==> src/rtl/alu_ab_datapath.sv <==
// Accumulator datapath: A and B registers around a combinational ALU with move, exchange and RCL.
// Optional macro ALU_SUB_EN adds SUB (0010) and CMP (1011); without it those decode as pass-A.
module alu_ab_datapath #(
  parameter int unsigned WIDTH = 4
) (
  input  logic             i_clk,
  input  logic             i_reset,
  input  logic [WIDTH-1:0] i_ram_in,
  input  logic             i_la_ram,
  input  logic [WIDTH-1:0] i_tmp_in,
  input  logic             i_lb_tmp,
  input  logic             i_la_b,
  input  logic             i_lb_a,
  input  logic [3:0]       i_opcode,
  input  logic             i_eu,
  input  logic             i_la_alu,
  input  logic             i_lb_alu,
  input  logic             i_ercl,
  input  logic             i_carry_in,
  output logic [WIDTH-1:0] o_a_out,
  output logic [WIDTH-1:0] o_b_out,
  output logic [WIDTH-1:0] o_alu_out,
  output logic             o_zero,
  output logic             o_carry_out
);

  logic [WIDTH-1:0] r_a;
  logic [WIDTH-1:0] r_b;
  logic [WIDTH:0]   w_sum;
  logic [WIDTH-1:0] w_res;
  logic             w_cy;
  logic             w_cmp;

  assign w_sum = {1'b0, r_a} + {1'b0, r_b};

`ifdef ALU_SUB_EN
  logic [WIDTH:0] w_diff;
  // Top bit of the extended difference is the borrow (A < B).
  assign w_diff = {1'b0, r_a} - {1'b0, r_b};
`endif

  always_comb begin
    w_res = r_a;
    w_cy  = 1'b0;
    w_cmp = 1'b0;
    case (i_opcode)
      4'b0001: begin
        w_res = w_sum[WIDTH-1:0];
        w_cy  = w_sum[WIDTH];
      end
`ifdef ALU_SUB_EN
      4'b0010: begin
        w_res = w_diff[WIDTH-1:0];
        w_cy  = w_diff[WIDTH];
      end
      4'b1011: begin
        w_cy  = w_diff[WIDTH];
        w_cmp = 1'b1;
      end
`endif
      4'b0101: w_res = r_a & r_b;
      4'b0110: w_res = r_a | r_b;
      4'b1000: w_res = r_a ^ r_b;
      4'b1001: w_res = ~r_a;
      default: ;
    endcase
  end

  assign o_alu_out = i_eu ? w_res : '0;
  assign o_zero    = i_eu && (w_cmp ? (r_a == r_b) : (w_res == '0));
  // RCL shifted-out bit overrides the ALU carry so the flag register can capture it.
  assign o_carry_out = i_ercl ? r_b[WIDTH-1] : (i_eu & w_cy);

  assign o_a_out = r_a;
  assign o_b_out = r_b;

  always_ff @(posedge i_clk or posedge i_reset) begin
    if (i_reset) begin
      r_a <= '0;
      r_b <= '0;
    end else begin
      if (i_la_ram)      r_a <= i_ram_in;
      else if (i_la_b)   r_a <= r_b;
      else if (i_la_alu) r_a <= o_alu_out;

      if (i_ercl)        r_b <= {r_b[WIDTH-2:0], i_carry_in};
      else if (i_lb_tmp) r_b <= i_tmp_in;
      else if (i_lb_a)   r_b <= r_a;
      else if (i_lb_alu) r_b <= o_alu_out;
    end
  end

endmodule

==> config.mk <==
export PLATFORM = sky130hd
export DESIGN_NAME = alu_ab_datapath
export DESIGN_NICKNAME = d
export VERILOG_FILES = /design/src/rtl/alu_ab_datapath.sv
export SDC_FILE = /design/constraint.sdc
export NUM_CORES = 1
export LEC_CHECK = 0
export CAP_MARGIN = 20
export CORE_MARGIN = 5
export CORE_UTILIZATION = 25
export DETAILED_ROUTE_END_ITERATION = 6
export PLACE_DENSITY = 0.57
export SLEW_MARGIN = 30
export SYNTH_ARGS = -nofsm -noshare
export SYNTH_HDL_FRONTEND = slang
export SYNTH_SLANG_ARGS = --single-unit
==> constraint.sdc <==
create_clock -name i_clk -period 3.8 [get_ports i_clk]
set_input_delay 0.57 -clock i_clk [delete_from_list [all_inputs] [get_ports i_clk]]
set_output_delay 0.57 -clock i_clk [all_outputs]
set_load 0.01 [all_outputs]
==> impl_metrics.py, run 1 <==
metrics = {
    "routing": {
        "detail_route.vias_per_cell": 5.443,
        "top_signal_layer_used": "met4",
        "met2_wirelength_mm": 1.702,
        "post-route-drc-count": 0,
        "route.met3.wl_um": 153,
        "first_iter_violations": 61,
        "detail_route.wirelength_mm": 3.776,
        "via_count": 1252,
        "met1_wire_length_mm": 1.854,
        "drt.antenna.violating_nets": 0,
        "iteration_count_of_the_initial_detailed_routing_pass": 4,
        "drt-wirelength-per-cell_um": 16.42,
    },
    "critical_path": {
        "cp.required_ns": 3.23,
        "crit_end_category": "output port",
        "start_kind": "input pin",
        "timing.setup.critical_path_class": "in -> out",
        "cpMostUsedCell": "clkdlybuf4s50_1",
        "crit_fanout": 9,
        "cp.arrival_ns": 3.06,
        "max_stage_delay_on_crit_path_ns": 0.57,
        "cp_cell_sequence": "clkdlybuf4s50_1 > nand2b_1 > nor3_2 > a211o_1 > o21ai_2 > o32ai_4 > nor4b_2 > clkdlybuf4s50_1",
        "worst_path_max_delay_cell": "clkdlybuf4s50_1",
    },
    "cts": {
        "cts-buffers-inserted": 3,
        "clock_pin_slew_reported_for_the_worst_setup_and_hold_paths_after_clock_tree_synthesis_ns": 0.04,
        "hold_bufs_at_cts": 0,
        "cts_tree": "built",
        "h-tree-depth": 1,
        "cts-root-to-sink-buffers": 2,
        "cts.root.buffer_cell": "clkbuf_8",
        "worst_skew_pair.late_latency_ns": 0.23,
        "clock-sinks": 8,
        "postCtsSetupRepairBufs": 0,
    },
    "run_status": {
        "run_status": "completed",
    },
    "sta": {
        "rsz0062_at_grt": "false",
        "maxSlewViolCount": 0,
        "timing.final.crit_share": 0.9560,
        "slew_headroom": 0.6035,
        "min_period_ns": 3.633,
        "timing.clock.skew_ns": 0.002813,
        "fin_tns_setup_ns": 0,
        "report.final.hold_viol_count": 0,
        "setup_viol": 0,
        "worst-slew-pin-transition_ns": 0.5899,
        "max_freq_mhz": 275.3,
    },
    "logic_synthesis": {
        "synth_area_leader_cell": "dfrtp_1",
        "synth_area_mm2": 0.001164,
        "synth-compound-area-share": 0.3462,
        "synth_simple_gate_area_share": 0.2978,
        "syn_nets": 176,
        "number_of_flops_mapped_to_enable_cells_by_yosys": 0,
        "yosys-top-cells-count": "inv_1, a21oi_1, nor2b_1, nand2_1, nor2_1",
        "synth_top_family_by_area": "compound AO/OA/AOI/OAI gates",
        "synthAdderAreaFrac": 0.1032,
        "post_synth.cell_area_avg_um2": 8.081,
        "synth_cells": 144,
        "yosys.cell_types.count": 52,
        "synthTopCellsByArea": "dfrtp_1, ha_1, nor2b_1",
        "synth_sequential_area_ratio": 0.1720,
        "synth.mux.area_fraction": 0,
        "top_flip_flop_cell_by_instance_count_after_synthesis": "dfrtp_1",
        "post-synth-top-count-cell": "inv_1",
        "synth_xor_xnor_area_share": 0.007527,
        "synth.top_cell.area_share": 0.1720,
        "synth-seq-cells": 8,
        "yosysWarnings": 0,
        "synth_async_sr_flop_share": 1.000,
    },
    "pwr": {
        "power.leakage_nw": 0.6185,
        "p_total_mw": 0.4426,
        "powerDensity_mw_per_mm2": 274.7,
        "worst_ir_drop_vdd_uv": 155.9,
    },
    "global_route": {
        "number_of_global_route_vias_before_repair": 1267,
        "globalRoute.totalOverflow": 0,
        "antenna_found_initial": 0,
        "grt_usage": 0.1265,
        "grt_max_degree": 14,
        "grt_first_pass_wirelength_mm": 6.327,
    },
    "floorplan": {
        "rows": 24,
        "dieArea_mm2": 0.006119,
        "die_y_um": 78.23,
        "core-area_mm2": 0.004444,
        "die_width_um": 78.23,
        "initial_core_util": 0.2618,
        "io_pins": 37,
    },
    "placement": {
        "placed_cells": 227,
        "placement.io_buffers": 36,
        "dp_hpwl_mm": 2.997,
        "gpl_congestion": 0.8633,
    },
    "final_layout": {
        "synthToLayoutAreaGrowth_pct": 38.50,
        "finalNonFillerCells": 230,
        "drive_gt1_frac": 0.1011,
        "num-nets-final": 212,
        "num_antenna_cells": 0,
        "fin_util": 0.3626,
    },
    "job": {
        "cap_violations": 0,
    },
    "min_path": {
        "min_path_type": "in -> async",
    },
}
[sequential cells by signal, indices dropped and copies added, names as in the netlist]
name,count
o_b_out,4
o_a_out,4
[worst max-delay path: cells and delay by family]
kind,cells,cell delay [ns]
and+or+nand+nor,3,0.76
AOI/OAI and AO/OA,3,0.58
buffers and inverters,2,1.14
[timing repair]
action,4_1_cts,5_1_grt
gates resized for setup,0,1
endpoints found under the hold margin,0,0
setup endpoints to repair,0,1
[placed cells by master (no fill, tap or decap), types with 3 or more instances in the layout]
cell	instances
ha_1	8
o22ai_1	3
nor3_1	4
a21oi_1	12
o21ai_0	6
clkdlybuf4s50_1	35
inv_1	13
clkbuf_8	3
nor2b_1	11
nor2_1	10
nand2_1	10
nor4_1	3
dfrtp_1	8
o221ai_1	3
and2_1	3
[cell type report]
| class | instances | area (µm²) |
|---|---|---|
| clock buffers | 3 | 41.29 |
| well taps | 52 | 65.06 |
| flip-flops and latches | 8 | 200.2 |
| inverters | 13 | 48.80 |
| repair buffers | 38 | 377.9 |
| multi-input cells | 116 | 878.3 |
| fillers | 475 | 2833 |
[logic make-up (layout without fill, tap and decap cells)]
group	Yosys count	in the layout
AO/OA/AOI/OAI	49	49
XOR/XNOR	1	1
adder cells (fa/ha/maj)	9	9
buffers and inverters	20	54
flip-flops	8	8
AND/OR/NAND/NOR	57	57
[where the power goes]
group,internal [mW],switching [mW]
logic,0.113,0.109
registers,0.0956,0.0196
clock network,0.0689,0.0367
[routing by layer]
layer	vias to the layer above	global-route usage
met2	39	0.1986
met1	599	0.1789
li1	606	-
met5	-	0
met3	8	0.01831
met4	0	0.03846
[stage by stage]
stage | instance area [µm²] | worst slack (ns) | hold WS, ns
after detailed placement | 1568 | 0.1911 | 0.6685
after CTS | 1609 | 0.1690 | 0.6113
after global routing | 1612 | 0.01893 | 0.6320
after global placement | 1568 | 0.1440 | 0.6727
after floorplan | 1164 | 1.199 | 0.3857
final | 1612 | 0.1671 | 0.5971
[final timing paths]
path	slack, ns	endpoint	depth (start not counted)	from
worst max-delay path	0.17	o_zero	8	i_opcode[2]
min in group i_clk	0.68	o_b_out[0]	3	o_b_out[0]
worst min register to register	0.68	o_b_out[0]	3	o_b_out[0]
worst max register to register	1.38	o_b_out[1]	9	o_a_out[1]
max in group asynchronous	2.95	o_a_out[3]	2	i_reset
worst min-delay path	0.60	o_b_out[1]	2	i_reset
No activity file was read; power rests on OpenSTA's default activity.
==> run 2: changes to the inputs <==
--- a/config.mk
+++ b/config.mk
@@ -5,11 +5,12 @@
 export SDC_FILE = /design/constraint.sdc
 export NUM_CORES = 1
 export LEC_CHECK = 0
+export ABC_AREA = 1
 export CAP_MARGIN = 20
 export CORE_MARGIN = 5
 export CORE_UTILIZATION = 25
 export DETAILED_ROUTE_END_ITERATION = 6
-export PLACE_DENSITY = 0.57
+export PLACE_DENSITY = 0.58
 export SLEW_MARGIN = 30
 export SYNTH_ARGS = -nofsm -noshare
 export SYNTH_HDL_FRONTEND = slang
==> impl_metrics.py, run 2 <==
metrics = {
    "sta": {
        "worst-slew-pin-transition_ns": 0.6870,
        "report.final.hold_viol_count": 0,
        "fin_tns_setup_ns": 0,
        "slew_headroom": 0.5385,
        "min_period_ns": 3.172,
        "setup_viol": 0,
        "rsz0062_at_grt": "false",
        "fin_hold_ws_ns": 0.5885,
        "timing.clock.skew_ns": 0.004993,
        "maxSlewViolCount": 0,
        "max_freq_mhz": 315.3,
        "timing.final.crit_share": 0.8346,
    },
    "min_path": {
        "min_path_type": "in -> async",
    },
    "pwr": {
        "worst_ir_drop_vdd_uv": 195.9,
        "powerDensity_mw_per_mm2": 266.4,
        "power.leakage_nw": 0.7824,
        "p_total_mw": 0.4203,
    },
    "cts": {
        "worst_skew_pair.late_latency_ns": 0.22,
        "clock_pin_slew_reported_for_the_worst_setup_and_hold_paths_after_clock_tree_synthesis_ns": 0.04,
        "h-tree-depth": 1,
        "cts-buffers-inserted": 3,
        "hold_bufs_at_cts": 0,
        "cts.root.buffer_cell": "clkbuf_8",
        "ctsResizeCount": 0,
        "postCtsSetupRepairBufs": 0,
        "cts_tree": "built",
        "clock-sinks": 8,
        "cts-root-to-sink-buffers": 2,
    },
    "critical_path": {
        "worstReg2RegEnd": "o_b_out[2]",
        "ff2ff_setup_slack_ns": 1.78,
        "cp.arrival_ns": 2.60,
        "rr_startpoint": "o_a_out[2]",
        "crit_end_category": "output port",
        "cp.required_ns": 3.23,
        "timing.reg2reg.worst_path_depth": 11,
        "timing.setup.critical_path_class": "in -> out",
        "crit_fanout": 7,
        "start_kind": "input pin",
    },
    "run_status": {
        "run_status": "completed",
    },
    "logic_synthesis": {
        "top_flip_flop_cell_by_instance_count_after_synthesis": "dfrtp_1",
        "synth_cells": 179,
        "synth.top_cell.area_share": 0.1782,
        "number_of_flops_mapped_to_enable_cells_by_yosys": 0,
        "yosysWarnings": 0,
        "synth_area_mm2": 0.001124,
        "synth-seq-cells": 8,
        "yosys.cell_types.count": 29,
        "synth_area_leader_cell": "dfrtp_1",
        "synth_async_sr_flop_share": 1.000,
        "synthTopCellsByArea": "dfrtp_1, nand2_1, nand3_1",
        "syn_nets": 211,
        "synth_sequential_area_ratio": 0.1782,
        "yosys-top-cells-count": "nand2_1, inv_1, nand3_1, nor2_1, a21oi_1",
        "post_synth.cell_area_avg_um2": 6.277,
        "post-synth-top-count-cell": "nand2_1",
    },
    "final_layout": {
        "fillerInstances": 483,
        "synthToLayoutAreaGrowth_pct": 40.42,
        "design_area_mm2": 0.001578,
        "layout.cells.most_common_list": "nand2_1, clkdlybuf4s50_1, inv_1, nand3_1, nor2_1",
        "drive_gt1_frac": 0.1302,
        "num-nets-final": 249,
        "num_antenna_cells": 0,
        "layout.cells.most_common": "nand2_1",
    },
    "global_route": {
        "antenna_found_initial": 0,
        "globalRoute.totalOverflow": 0,
        "grt_max_degree": 10,
        "number_of_global_route_vias_before_repair": 1248,
        "grt_first_pass_wirelength_mm": 5.844,
        "grt_usage": 0.1174,
    },
    "job": {
        "cap_violations": 0,
    },
    "routing": {
        "post-route-drc-count": 0,
        "first_iter_violations": 126,
        "via_count": 1241,
        "iteration_count_of_the_initial_detailed_routing_pass": 5,
        "detail_route.vias_per_cell": 4.648,
        "detail_route.wirelength_mm": 3.389,
        "drt.antenna.violating_nets": 0,
        "drt-wirelength-per-cell_um": 12.69,
    },
    "floorplan": {
        "core-area_mm2": 0.004354,
        "dieArea_mm2": 0.005935,
        "initial_core_util": 0.2580,
        "io_pins": 37,
        "rows": 24,
        "die_width_um": 77.04,
        "die_y_um": 77.04,
    },
    "placement": {
        "post_dp_cell_area_mm2": 0.001536,
        "gpl_congestion": 0.9058,
        "placement.io_buffers": 36,
        "dp_hpwl_mm": 2.936,
    },
}
-- run 2: layout make-up --
class                           count  area [µm²]  share of cell area
Clock buffer                        3       41.29             0.02617
Tap cell                           52       65.06             0.04124
Timing Repair Buffer               36       360.3              0.2284
Multi-Input combinational cell    139       802.0              0.5083
Inverter                           29       108.9             0.06899
Sequential cell                     8       200.2              0.1269
-- run 2: cells by family after synthesis --
group                    share of synthesized area
adder cells (fa/ha/maj)                     0.1069
flip-flops                                  0.1782
AO/OA/AOI/OAI                              0.09689
buffers and inverters                       0.1080
AND/OR/NAND/NOR                             0.5100
-- run 2: through the flow --
stage               utilization  instances  setup WS (ns)
global placement         0.3529        264         0.6149
floorplan                     -        179          1.535
global route             0.3624        267         0.4760
detailed placement       0.3529        264         0.6128
CTS                      0.3624        267         0.6104
finish                   0.3624        267         0.6284
-- run 2: worst max path at each step --
stage,startpoint,endpoint,slack (ns),cells after the start
4_1_cts,i_opcode[0],o_zero,0.61,8
3_3_place_gp,i_opcode[0],o_zero,0.61,8
3_5_place_dp,i_opcode[0],o_zero,0.61,8
2_1_floorplan,o_a_out[0],o_zero,1.54,7
6_report,i_opcode[0],o_zero,0.63,8
5_1_grt,i_opcode[0],o_zero,0.48,8
-- run 2: metal layers --
layer	wire (µm)	GRT usage	share of wire
met5	0	0	0
met4	34	0.03780	0.010
met3	193	0.01874	0.057
met2	1682	0.1986	0.50
met1	1478	0.1515	0.44
-- run 2: worst max-delay path, stage by stage --
cell and delay [ns]:
clkdlybuf4s50_1 0.56, inv_2 0.05, nor2_2 0.25, o21ai_2 0.15, nand4_1 0.12, nand3_2 0.10, nor4_2 0.24, clkdlybuf4s50_1 0.57
-- run 2: power breakdown --
part           switching, mW  total, mW  internal, mW
registers             0.0173      0.113        0.0961
clock network         0.0291     0.0973        0.0682
logic                  0.112      0.210        0.0979
total                  0.158      0.420         0.262
==> run 3: changes to the inputs <==
--- a/config.mk
+++ b/config.mk
@@ -10,7 +10,7 @@
 export CORE_MARGIN = 5
 export CORE_UTILIZATION = 25
 export DETAILED_ROUTE_END_ITERATION = 6
-export PLACE_DENSITY = 0.58
+export PLACE_DENSITY = 0.6
 export SLEW_MARGIN = 30
 export SYNTH_ARGS = -nofsm -noshare
 export SYNTH_HDL_FRONTEND = slang
==> constraint.sdc (replaced) <==
create_clock -name i_clk -period 2.7 [get_ports i_clk]
set_input_delay 0.405 -clock i_clk [delete_from_list [all_inputs] [get_ports i_clk]]
set_output_delay 0.405 -clock i_clk [all_outputs]
set_load 0.01 [all_outputs]
==> impl_metrics.py, run 3 (synthesis results as in run 2) <==
metrics = {
    "pwr": {
        "powerDensity_mw_per_mm2": 368.1,
        "seqPwrFrac": 0.231,
        "combPwrFrac": 0.544,
        "worst_ir_drop_vdd_uv": 236.1,
        "power_switching_share": 0.3773,
        "design_internal_power_mw": 0.3964,
        "power.leakage_nw": 0.9068,
        "total_switching_power_mw": 0.2402,
        "pwr-share-clk": 0.225,
    },
    "global_route": {
        "globalRoute.totalOverflow": 0,
        "grt_usage": 0.1245,
        "antenna_found_initial": 0,
        "number_of_global_route_vias_before_repair": 1327,
        "grt_first_pass_wirelength_mm": 6.023,
        "grt_max_degree": 10,
    },
    "routing": {
        "first_iter_violations": 100,
        "met2_wirelength_mm": 1.784,
        "top_signal_layer_used": "met4",
        "drt.antenna.violating_nets": 0,
        "iteration_count_of_the_initial_detailed_routing_pass": 4,
        "detail_route.vias_per_cell": 4.676,
        "post-route-drc-count": 0,
        "met1_wire_length_mm": 1.655,
        "route.met3.wl_um": 159,
        "drt-wirelength-per-cell_um": 13.13,
        "via_count": 1328,
        "detail_route.wirelength_mm": 3.728,
    },
    "critical_path": {
        "max_stage_delay_on_crit_path_ns": 0.53,
        "rr_startpoint": "o_b_out[0]",
        "timing.setup.critical_path_class": "reg -> out",
        "top_delay_family_on_crit_path": "buffers and inverters",
        "cpMostUsedCell": "inv_1",
        "cp.arrival_ns": 2.20,
        "cp_cell_sequence": "ha_4 > inv_1 > fa_1 > inv_1 > nand2_1 > nand3_2 > nand2_2 > inv_1 > clkdlybuf4s50_1",
        "cp_num_buf_inv": 4,
        "cp.required_ns": 2.30,
        "timing.reg2reg.worst_path_depth": 14,
        "worst_path_max_delay_cell": "clkdlybuf4s50_1",
        "ff2ff_setup_slack_ns": 0.76,
        "crit_end_category": "output port",
        "crit_fanout": 3,
        "start_kind": "register",
        "worstReg2RegEnd": "o_b_out[2]",
    },
    "sta": {
        "setup_slack_ns": 0.09995,
        "fin_hold_ws_ns": 0.4239,
        "timing.final.crit_share": 0.9630,
        "maxSlewViolCount": 0,
        "rsz0062_at_grt": "true",
        "slew_headroom": 0.7084,
        "fin_tns_setup_ns": 0,
        "min_period_ns": 2.600,
        "max_freq_mhz": 384.6,
        "setup_viol": 0,
        "timing.clock.skew_ns": 0.005000,
        "report.final.hold_viol_count": 0,
        "worst-slew-pin-transition_ns": 0.4340,
    },
    "placement": {
        "placement.io_buffers": 36,
        "gpl_congestion": 0.8847,
        "placement.setup.worst_slack_ns": -0.1802,
        "dp_hpwl_mm": 3.108,
    },
    "floorplan": {
        "io_pins": 37,
        "die_width_um": 77.04,
        "die_y_um": 77.04,
        "initial_core_util": 0.2580,
        "core-area_mm2": 0.004354,
        "dieArea_mm2": 0.005935,
        "rows": 24,
    },
    "cts": {
        "cts-root-to-sink-buffers": 2,
        "h-tree-depth": 1,
        "clock-sinks": 8,
        "clock_pin_slew_reported_for_the_worst_setup_and_hold_paths_after_clock_tree_synthesis_ns": 0.04,
        "postCtsSetupRepairBufs": 0,
        "cts-buffers-inserted": 3,
        "worst_skew_pair.late_latency_ns": 0.23,
        "cts.root.buffer_cell": "clkbuf_8",
        "cts_tree": "built",
    },
    "final_layout": {
        "num_antenna_cells": 0,
        "synthToLayoutAreaGrowth_pct": 53.90,
        "layout.cells.most_common": "nand2_1",
        "drive_gt1_frac": 0.2069,
        "num-nets-final": 266,
        "fillerInstances": 444,
        "layout.cells.most_common_list": "nand2_1, clkdlybuf4s50_1, inv_1, nand3_1, buf_4",
    },
    "run_status": {
        "run_status": "completed",
    },
    "job": {
        "cap_violations": 0,
    },
    "min_path": {
        "min_path_type": "in -> async",
    },
}
[run 3: cell count changes in the layout (fill, tap and decap cells not counted), sizes merged]
| cell | previous run | this run |
|---|---|---|
| dlygate4sd2 | 0 | 5 |
| buf | 0 | 17 |
| dlymetal6s2s | 0 | 2 |
| clkdlybuf4s50 | 36 | 29 |
[run 3: power groups by stage]
stage	Clock, mW	Sequential (mW)	Combinational (mW)
6_report	0.143	0.147	0.346
5_1_grt	0.150	0.150	0.384
4_1_cts	0.147	0.146	0.348
3_5_place_dp	0	0.147	0.347
3_3_place_gp	0	0.147	0.346
2_1_floorplan	0	0.160	0.161
[run 3: area by class of cell]
cell class,instances,area [µm²],area share
Inverter,29,108.9,0.06295
Clock buffer,3,41.29,0.02388
Tap cell,52,65.06,0.03763
Sequential cell,8,200.2,0.1158
Multi-Input combinational cell,139,827.0,0.4783
Timing Repair Buffer,53,486.7,0.2815
[run 3: metrics by stage]
step	std cells	total power, mW	util	cell area, µm²
final	284	0.6366	0.3971	1729
after global routing	284	0.6845	0.3971	1729
after CTS	284	0.6402	0.3931	1712
after detailed placement	281	0.4938	0.3822	1664
after global placement	281	0.4930	0.3822	1664
after floorplan	179	0.3215	-	1124
[run 3: timing repair]
item	CTS	global route
hold buffers	0	0
pin swaps	0	1
gates resized for setup	9	4
setup endpoints to repair	4	4
[run 3: how the worst max path moves through the flow]
stage | startpoint | to | slack [ns] | depth (start not counted)
after floorplan | o_a_out[0] | o_zero | 0.60 | 7
after global placement | i_opcode[1] | o_zero | -0.12 | 8
after detailed placement | i_opcode[0] | o_zero | -0.18 | 8
after CTS | i_opcode[3] | o_alu_out[3] | 0.01 | 9
after global routing | o_b_out[0] | o_alu_out[1] | -0.02 | 9
final | o_b_out[0] | o_alu_out[1] | 0.1 | 9
[run 3: layer usage]
metal	vias up	GRT usage
li1	687	-
met4	0	0.06357
met5	-	0
met1	585	0.1615
met3	13	0.01639
met2	43	0.2003
